## src/rtl/spi_pkg.sv

```systemverilog
`default_nettype none
// +--------------------------------------------------------------------------+
// | Module      : spi_pkg                                                    |
// | Description : Shared SPI definitions: default word size, bit-counter     |
// |               width and the one-hot FSM state encoding.                  |
// | Revision    : 1.0  initial release                                       |
// +--------------------------------------------------------------------------+
package spi_pkg;

    localparam int c_default_data_size = 8;
    localparam int c_cnt_width         = 6;

    typedef enum logic [3:0] {
        ST_IDLE  = 4'b0001,
        ST_LOAD  = 4'b0010,
        ST_SHIFT = 4'b0100,
        ST_DONE  = 4'b1000
    } spi_state_e;

endpackage
`default_nettype wire

```

## src/rtl/spi_slave_if.sv

```systemverilog
`default_nettype none
// +--------------------------------------------------------------------------+
// | Module      : spi_slave_if                                               |
// | Description : SPI pins plus TX/RX handshake of the SPI slave.            |
// |               overrun_o exists only when SPI_SLAVE_OVERRUN_EN is defined.|
// | Revision    : 1.0  initial release                                       |
// +--------------------------------------------------------------------------+
interface spi_slave_if
    import spi_pkg::*;
#(
    parameter int DATA_SIZE = c_default_data_size
);
    logic                 cpol_i;
    logic                 cpha_i;
    logic                 sck_i;
    logic                 ss_i;
    logic                 mosi_i;
    logic                 miso_o;
    logic [DATA_SIZE-1:0] txdata_i;
    logic                 tx_we_i;
    logic                 tx_full_o;
    logic [DATA_SIZE-1:0] rxdata_o;
    logic                 rx_valid_o;
    logic                 rx_rd_i;
    logic                 busy_o;
`ifdef SPI_SLAVE_OVERRUN_EN
    logic                 overrun_o;
`endif

    modport slave (
        input  cpol_i, cpha_i, sck_i, ss_i, mosi_i, txdata_i, tx_we_i, rx_rd_i,
        output miso_o, tx_full_o, rxdata_o, rx_valid_o, busy_o
`ifdef SPI_SLAVE_OVERRUN_EN
        , output overrun_o
`endif
    );

    modport master (
        output cpol_i, cpha_i, sck_i, ss_i, mosi_i, txdata_i, tx_we_i, rx_rd_i,
        input  miso_o, tx_full_o, rxdata_o, rx_valid_o, busy_o
`ifdef SPI_SLAVE_OVERRUN_EN
        , input overrun_o
`endif
    );

endinterface
`default_nettype wire

```

## src/rtl/spi_sync.sv

```systemverilog
`default_nettype none
// +--------------------------------------------------------------------------+
// | Module      : spi_sync                                                   |
// | Description : Two-flop synchronizer with configurable reset value.       |
// | Revision    : 1.0  initial release                                       |
// +--------------------------------------------------------------------------+
module spi_sync #(
    parameter logic RESET_VAL = 1'b0
) (
    input  logic clk_i,
    input  logic rst_i,
    input  logic i_data,
    output logic o_sync
);
    logic r_meta;
    logic r_sync;

    // Two-stage capture of the asynchronous input
    always_ff @(posedge clk_i) begin
        if (rst_i) begin
            r_meta <= RESET_VAL;
            r_sync <= RESET_VAL;
        end else begin
            r_meta <= i_data;
            r_sync <= r_meta;
        end
    end

    assign o_sync = r_sync;

endmodule
`default_nettype wire

```

## src/rtl/spi_slave.sv

```systemverilog
`default_nettype none
// +--------------------------------------------------------------------------+
// | Module      : spi_slave                                                  |
// | Description : SPI slave, all four modes, LSB first, single TX holding    |
// |               register, back-to-back words while ss stays low.           |
// |               Optional macro SPI_SLAVE_OVERRUN_EN adds overrun_o.        |
// | Revision    : 1.0  initial release                                       |
// +--------------------------------------------------------------------------+
module spi_slave
    import spi_pkg::*;
#(
    parameter int DATA_SIZE = c_default_data_size
) (
    input  logic       clk_i,
    input  logic       rst_i,
    spi_slave_if.slave bus
);
    localparam logic [c_cnt_width-1:0] c_last = c_cnt_width'(DATA_SIZE - 1);

    logic w_ss;
    logic w_sck_act;
    logic w_sck_raw;
    logic w_mosi;

    // sck is synchronized relative to its idle level, so the reset value 0
    // means "sck at cpol" and a rising synchronized value is a leading edge.
    assign w_sck_raw = bus.sck_i ^ bus.cpol_i;

    spi_sync #(.RESET_VAL(1'b1)) u_sync_ss   (.clk_i(clk_i), .rst_i(rst_i), .i_data(bus.ss_i),   .o_sync(w_ss));
    spi_sync #(.RESET_VAL(1'b0)) u_sync_sck  (.clk_i(clk_i), .rst_i(rst_i), .i_data(w_sck_raw),  .o_sync(w_sck_act));
    spi_sync #(.RESET_VAL(1'b0)) u_sync_mosi (.clk_i(clk_i), .rst_i(rst_i), .i_data(bus.mosi_i), .o_sync(w_mosi));

    logic       r_ss_d;
    logic       r_sck_d;
    logic [1:0] r_settle;

    // Edge-detect history; r_settle masks the artificial ss fall seen while
    // the synchronizer drains its reset value after reset release.
    always_ff @(posedge clk_i) begin
        if (rst_i) begin
            r_ss_d   <= 1'b1;
            r_sck_d  <= 1'b0;
            r_settle <= 2'd0;
        end else begin
            r_ss_d   <= w_ss;
            r_sck_d  <= w_sck_act;
            if (r_settle != 2'd3) begin
                r_settle <= r_settle + 2'd1;
            end
        end
    end

    logic w_ss_fall;
    logic w_lead;
    logic w_trail;
    logic w_sample;
    logic w_shift;

    assign w_ss_fall = r_ss_d & ~w_ss & (r_settle == 2'd3);
    assign w_lead    = w_sck_act & ~r_sck_d;
    assign w_trail   = ~w_sck_act & r_sck_d;
    assign w_sample  = bus.cpha_i ? w_trail : w_lead;
    assign w_shift   = bus.cpha_i ? w_lead  : w_trail;

    spi_state_e                r_state;
    spi_state_e                w_state_nxt;
    logic                      w_reload;
    logic                      w_done;
    logic                      w_in_word;
    logic [c_cnt_width-1:0]    r_cnt;
    logic [DATA_SIZE-1:0]      r_tx_sh;
    logic [DATA_SIZE-1:0]      r_rx_sh;
    logic [DATA_SIZE-1:0]      r_hold;
    logic                      r_tx_full;
    logic [DATA_SIZE-1:0]      r_rxdata;
    logic                      r_rx_valid;

    // FSM state register
    always_ff @(posedge clk_i) begin
        if (rst_i) begin
            r_state <= ST_IDLE;
        end else begin
            r_state <= w_state_nxt;
        end
    end

    // FSM next state; w_reload marks the cycles that refill the TX shifter
    always_comb begin
        w_state_nxt = r_state;
        w_reload    = 1'b0;
        case (r_state)
            ST_IDLE: begin
                if (w_ss_fall) begin
                    w_state_nxt = ST_LOAD;
                    w_reload    = 1'b1;
                end
            end
            ST_LOAD: begin
                w_state_nxt = w_ss ? ST_IDLE : ST_SHIFT;
            end
            ST_SHIFT: begin
                if (w_ss) begin
                    w_state_nxt = ST_IDLE;
                end else if (w_sample && (r_cnt == c_last)) begin
                    w_state_nxt = ST_DONE;
                end
            end
            ST_DONE: begin
                if (w_ss) begin
                    w_state_nxt = ST_IDLE;
                end else begin
                    w_state_nxt = ST_SHIFT;
                    w_reload    = 1'b1;
                end
            end
            default: begin
                w_state_nxt = ST_IDLE;
            end
        endcase
    end

    assign w_done    = (r_state == ST_DONE);
    assign w_in_word = (r_state == ST_SHIFT) && !w_ss;

    // Datapath: bit counter, shifters, holding register and RX word.
    // TX shifts only when r_cnt != 0: this skips the first cpha=1 leading
    // edge and the cpha=0 trailing edge that follows the final sample.
    always_ff @(posedge clk_i) begin
        if (rst_i) begin
            r_cnt      <= '0;
            r_tx_sh    <= '0;
            r_rx_sh    <= '0;
            r_hold     <= '0;
            r_tx_full  <= 1'b0;
            r_rxdata   <= '0;
            r_rx_valid <= 1'b0;
        end else begin
            if (w_in_word) begin
                if (w_sample) begin
                    r_cnt   <= (r_cnt == c_last) ? '0 : r_cnt + 1'b1;
                    r_rx_sh <= {w_mosi, r_rx_sh[DATA_SIZE-1:1]};
                end
            end else begin
                r_cnt <= '0;
            end

            if (w_reload) begin
                r_tx_sh   <= r_tx_full ? r_hold : '0;
                r_tx_full <= 1'b0;
            end else if (w_in_word && w_shift && (r_cnt != '0)) begin
                r_tx_sh <= {1'b0, r_tx_sh[DATA_SIZE-1:1]};
            end

            // A write in the same cycle as a reload lands after it
            if (bus.tx_we_i) begin
                r_hold    <= bus.txdata_i;
                r_tx_full <= 1'b1;
            end

            if (w_done) begin
                r_rxdata <= r_rx_sh;
            end
            r_rx_valid <= w_done;
        end
    end

`ifdef SPI_SLAVE_OVERRUN_EN
    logic r_unread;
    logic r_overrun;

    // Flag a completed word that overwrites one never acknowledged
    always_ff @(posedge clk_i) begin
        if (rst_i) begin
            r_unread  <= 1'b0;
            r_overrun <= 1'b0;
        end else begin
            if (w_done) begin
                r_unread <= 1'b1;
            end else if (bus.rx_rd_i) begin
                r_unread <= 1'b0;
            end
            if (w_done && r_unread && !bus.rx_rd_i) begin
                r_overrun <= 1'b1;
            end else if (bus.rx_rd_i) begin
                r_overrun <= 1'b0;
            end
        end
    end

    assign bus.overrun_o = r_overrun;
`else
    logic w_unused_rx_rd;
    assign w_unused_rx_rd = bus.rx_rd_i;
`endif

    assign bus.miso_o     = (r_state == ST_IDLE) ? 1'b0 : r_tx_sh[0];
    assign bus.tx_full_o  = r_tx_full;
    assign bus.rxdata_o   = r_rxdata;
    assign bus.rx_valid_o = r_rx_valid;
    assign bus.busy_o     = ~w_ss;

endmodule
`default_nettype wire

```

## src/flat_wrapper.sv

```systemverilog
// flat-port wrapper written by rule: the top's interface ports become plain ports
module spi_slave_flat import spi_pkg::*;
#(
    parameter int DATA_SIZE = c_default_data_size
)
  (clk_i, rst_i, bus_cpol_i, bus_cpha_i, bus_sck_i, bus_ss_i, bus_mosi_i, bus_txdata_i, bus_tx_we_i, bus_rx_rd_i, bus_miso_o, bus_tx_full_o, bus_rxdata_o, bus_rx_valid_o, bus_busy_o);
  spi_slave_if #(.DATA_SIZE(DATA_SIZE)) bus_i ();
  input  logic clk_i;
  input  logic rst_i;
  input wire logic [$bits(bus_i.cpol_i)-1:0] bus_cpol_i;
  input wire logic [$bits(bus_i.cpha_i)-1:0] bus_cpha_i;
  input wire logic [$bits(bus_i.sck_i)-1:0] bus_sck_i;
  input wire logic [$bits(bus_i.ss_i)-1:0] bus_ss_i;
  input wire logic [$bits(bus_i.mosi_i)-1:0] bus_mosi_i;
  input wire logic [$bits(bus_i.txdata_i)-1:0] bus_txdata_i;
  input wire logic [$bits(bus_i.tx_we_i)-1:0] bus_tx_we_i;
  input wire logic [$bits(bus_i.rx_rd_i)-1:0] bus_rx_rd_i;
  output wire logic [$bits(bus_i.miso_o)-1:0] bus_miso_o;
  output wire logic [$bits(bus_i.tx_full_o)-1:0] bus_tx_full_o;
  output wire logic [$bits(bus_i.rxdata_o)-1:0] bus_rxdata_o;
  output wire logic [$bits(bus_i.rx_valid_o)-1:0] bus_rx_valid_o;
  output wire logic [$bits(bus_i.busy_o)-1:0] bus_busy_o;
  assign bus_i.cpol_i = bus_cpol_i;
  assign bus_i.cpha_i = bus_cpha_i;
  assign bus_i.sck_i = bus_sck_i;
  assign bus_i.ss_i = bus_ss_i;
  assign bus_i.mosi_i = bus_mosi_i;
  assign bus_i.txdata_i = bus_txdata_i;
  assign bus_i.tx_we_i = bus_tx_we_i;
  assign bus_i.rx_rd_i = bus_rx_rd_i;
  assign bus_miso_o = bus_i.miso_o;
  assign bus_tx_full_o = bus_i.tx_full_o;
  assign bus_rxdata_o = bus_i.rxdata_o;
  assign bus_rx_valid_o = bus_i.rx_valid_o;
  assign bus_busy_o = bus_i.busy_o;
  spi_slave #(.DATA_SIZE(DATA_SIZE)) u_core (.clk_i(clk_i), .rst_i(rst_i), .bus(bus_i));
endmodule
```

## config.mk

```make
export PLATFORM = sky130hd
export DESIGN_NAME = spi_slave_flat
export DESIGN_NICKNAME = d
export VERILOG_FILES = /design/src/rtl/spi_pkg.sv /design/src/rtl/spi_slave_if.sv /design/src/rtl/spi_sync.sv /design/src/rtl/spi_slave.sv /design/src/flat_wrapper.sv
export SDC_FILE = /design/constraint.sdc
export NUM_CORES = 1
export LEC_CHECK = 0
export ABC_AREA = 1
export BUFFER_PORTS_ARGS = -buffer_cell sky130_fd_sc_hd__buf_4
export CAP_MARGIN = 10
export CORE_MARGIN = 8
export CORE_UTILIZATION = 25
export DETAILED_ROUTE_END_ITERATION = 12
export PLACE_DENSITY = 0.5
export REMOVE_ABC_BUFFERS = 1
export SLEW_MARGIN = 20
export SYNTH_ARGS = -nofsm -noshare
export SYNTH_HDL_FRONTEND = slang
export SYNTH_SLANG_ARGS = --single-unit
```

## constraint.sdc

```tcl
create_clock -name clk_i -period 2.7 [get_ports clk_i]
set_input_delay 0.54 -clock clk_i [delete_from_list [all_inputs] [get_ports clk_i]]
set_output_delay 0.54 -clock clk_i [all_outputs]
set_load 0.01 [all_outputs]
```

==> flow_metrics.tcl <==
set metrics [dict create \
    core.rowCount 35 \
    synth.ff_latch_count 54 \
    io_buffers 27 \
    rsz0062_at_grt "no" \
    finalCriticalPeriod_ns 1.86 \
    swShare 0.237 \
    pin_count 29 \
    whs_endpoint "u_core.u_sync_sck.o_sync$_SDFF_PP0_" \
    firstDrtPassIters 4 \
    antenna_found_initial 0 \
    clock_latency_ns 0.31 \
    crit_fanout 4 \
    die_h_um 112 \
    regToRegSetupSlack_ns 1.18 \
    max_freq_mhz 538 \
    async_reset_ff_frac 0 \
    hold_viol 0 \
    synth_ff_type "dfxtp_1" \
    route.vias.total 1899 \
    drv_cap 0 \
    remaining_drc_errors 0 \
    yosysTopAreaCellShare 0.466 \
    p_per_area_nw_per_um2 524 \
    final_cell_mix "73 x nor2_1, 54 x dfxtp_1, 46 x nand2_1" \
    postCtsSetupRepairBufs 0 \
    p_seq_frac 0.581 \
    worst-path-buf-inv 2 \
    synth_top_area_cell "dfxtp_1" \
    holdWs_ns 0.407 \
    layout_commonest_cell "nor2_1" \
    track_usage 0.0786 \
    vias_per_cell 4.27 \
    setup_viol 0 \
    end_kind "primary output" \
    slew_headroom 0.747 \
    cts_tree "built" \
    post-place-ws_ns 1.09 \
    cts.sinks 54 \
    power_mw 1.44 \
    peakVddDrop_uv 178 \
    crit_arrival_ns 1.32 \
    combPwrFrac 0.070 \
    nFillCells 1009 \
    wirelength_um 4590 \
    netlist_area_um2 2320 \
    h-tree-depth 2 \
    wire_per_inst_um 10.3 \
    grt_start_max_net_pins 27 \
    fin_crit_sh 0.689 \
    yosysUniqueCellTypes 34 \
    min_path_cells 2 \
    min_path_type "flop to flop" \
    p_sw_mw 0.341 \
    clock_path_buffers 2 \
    synth_edf_count 0 \
    die_x_um 112 \
    cp.required_ns 2.16 \
    startpoint_type "flop" \
    avgSynthCellArea_um2 7.63 \
    cts_buffers 5 \
    cts_resized 0 \
    dp_hpwl_um 3390 \
    finalWorstSetupSlack_ns 0.840 \
    place_congestion 0.753 \
    hold_start "u_core.u_sync_sck.r_meta$_SDFF_PP0_" \
    grt_pass1_wl_um 8200 \
    cts_root_buf "clkbuf_8" \
    areaGrowthSynthToFinish_pct 18.6 \
    final_max_slew_viol_count 0 \
    crit_chain "nor2_1 > nand2_1 > inv_1 > nor2_1 > buf_4" \
    nNetsFinal 353 \
    crit_type "flop to primary output" \
    rr_startpoint "u_core.r_settle[0]$_SDFFE_PP0P_" \
    worstMarginPinSlew_ns 0.380 \
    drtIter0Drc 74 \
    start_util 0.255 \
    cp_top_family "simple AND/OR/NAND/NOR gates" \
    fin_skew_ns 0.0142 \
    antenna_cells 0 \
    r2r_cells 10 \
    yosysWarnings 0 \
    p_leak_nw 1.24 \
    antenna_left 0 \
    grt_overflow 0 \
    p_clk_frac 0.349 \
    cpMostUsedCell "nor2_1" \
    core_area_um2 9110 \
    drive_above_1_share 0.174 \
    syn-instance-count 304 \
    cpPeakStageDelay_ns 0.33 \
    critPathSlowestCell "dfxtp_1" \
    path_clk_slew_ns 0.10 \
    status "finished, final reports clean" \
    synth_area_leaders "dfxtp_1 47%, nor2_1 12%, nand2_1 7.4%, o21ai_0 5.4%, inv_1 4.4%" \
    ys_seq_area_frac 0.466 \
    reg2reg_to "u_core.r_tx_sh[0]$_SDFFE_PP0P_" \
    grt_pass1_vias 1854 \
    dieArea_um2 12600 \
    fin_setup_tns_ns 0 \
    internal_power_mw 1.10 \
    hold_buffers 0 \
]
## metrics by stage
stage,area (um^2),utilization,instances
2_1_floorplan,2290,-,298
3_3_place_gp,2640,0.290,437
3_5_place_dp,2640,0.290,437
4_1_cts,2750,0.302,445
5_1_grt,2750,0.302,445
6_report,2750,0.302,445
## registers in the layout, summed over array words and instances, names as in the netlist, 2 cells and up
register,flops
u_core.r_state,4
u_core.bus.rxdata_o,8
u_core.r_rx_sh,8
u_core.r_settle,2
u_core.r_hold,8
u_core.r_cnt,6
u_core.r_tx_sh,8
## worst max-delay path by stage
stage,from,end,slack (ns),cells after the start
2_1_floorplan,rst_i,u_core.r_cnt[0]$_SDFFE_PP0N_,1.30,5
3_3_place_gp,bus_cpha_i,u_core.r_rx_sh[6]$_SDFFE_PP0P_,1.10,6
3_5_place_dp,bus_cpha_i,u_core.r_rx_sh[1]$_SDFFE_PP0P_,1.09,6
4_1_cts,u_core.r_state[3]$_SDFFE_PP0P_,bus_miso_o,0.81,5
5_1_grt,u_core.r_state[3]$_SDFFE_PP0P_,bus_miso_o,0.72,5
6_report,u_core.r_state[3]$_SDFFE_PP0P_,bus_miso_o,0.84,5
## cell type report
class / count / area [um^2] / share of cell area
Clock inverter: 1 / 8.76 / 0.00319
Sequential cell: 54 / 1080 / 0.393
Multi-Input combinational cell: 211 / 1080 / 0.393
Tap cell: 111 / 139 / 0.0505
Timing Repair Buffer: 28 / 210 / 0.0765
Clock buffer: 7 / 96.3 / 0.0350
Inverter: 33 / 134 / 0.0487
## routing by layer
| metal | GRT usage | wire [um] | up-vias | part of all wire |
|---|---|---|---|---|
| met3 | 0.0220 | 170 | 10 | 0.037 |
| met2 | 0.130 | 2080 | 30 | 0.45 |
| met5 | 0 | 0 | - | 0 |
| met4 | 0.0477 | 138 | 0 | 0.030 |
| li1 | - | - | 1025 | - |
| met1 | 0.0881 | 2200 | 834 | 0.48 |
## logic make-up (layout without fill, tap and decap cells)
| logic type | after synthesis | in the layout | share of synthesized area |
|---|---|---|---|
| flops | 54 | 54 | 0.466 |
| compound gates | 45 | 45 | 0.108 |
| simple gates | 159 | 159 | 0.326 |
| buf+inv | 39 | 69 | 0.0680 |
| fa+ha+maj | 3 | 3 | 0.0162 |
| xor+xnor | 4 | 4 | 0.0151 |
## power groups by stage
stage	combinational, mW	sequential (mW)	clock, mW
2_1_floorplan	0.0601	0.852	0
3_3_place_gp	0.0994	0.855	0
3_5_place_dp	0.102	0.856	0
4_1_cts	0.103	0.838	0.531
5_1_grt	0.116	0.841	0.548
6_report	0.101	0.837	0.503
## Yosys cell counts, types with 2 or more instances
| cell | n |
|---|---|
| o21ai_2 | 2 |
| nor2_8 | 2 |
| dfxtp_1 | 54 |
| nand2_1 | 46 |
| nor2_1 | 73 |
| xor2_1 | 3 |
| nor3_1 | 3 |
| clkbuf_1 | 4 |
| nand3_1 | 19 |
| ha_1 | 3 |
| inv_2 | 3 |
| inv_1 | 27 |
| o21ai_0 | 25 |
| nand3b_1 | 2 |
| nor2_2 | 2 |
| a211oi_1 | 2 |
| a21oi_2 | 2 |
| a21oi_1 | 11 |
| or2_2 | 2 |
| nand3_4 | 3 |
| nand4_1 | 3 |
## worst reg2reg max path: stages, from the launching register on
cell and delay [ns]:
dfxtp_1 0.37, ha_1 0.24, nand2_1 0.09, nor2_2 0.15, nand3_4 0.16, nand2_8 0.14, inv_8 0.05, nand2_4 0.08
inv_2 0.03, nor2_1 0.09, nor2_1 0.04
No activity file was read; power rests on OpenSTA's default activity.
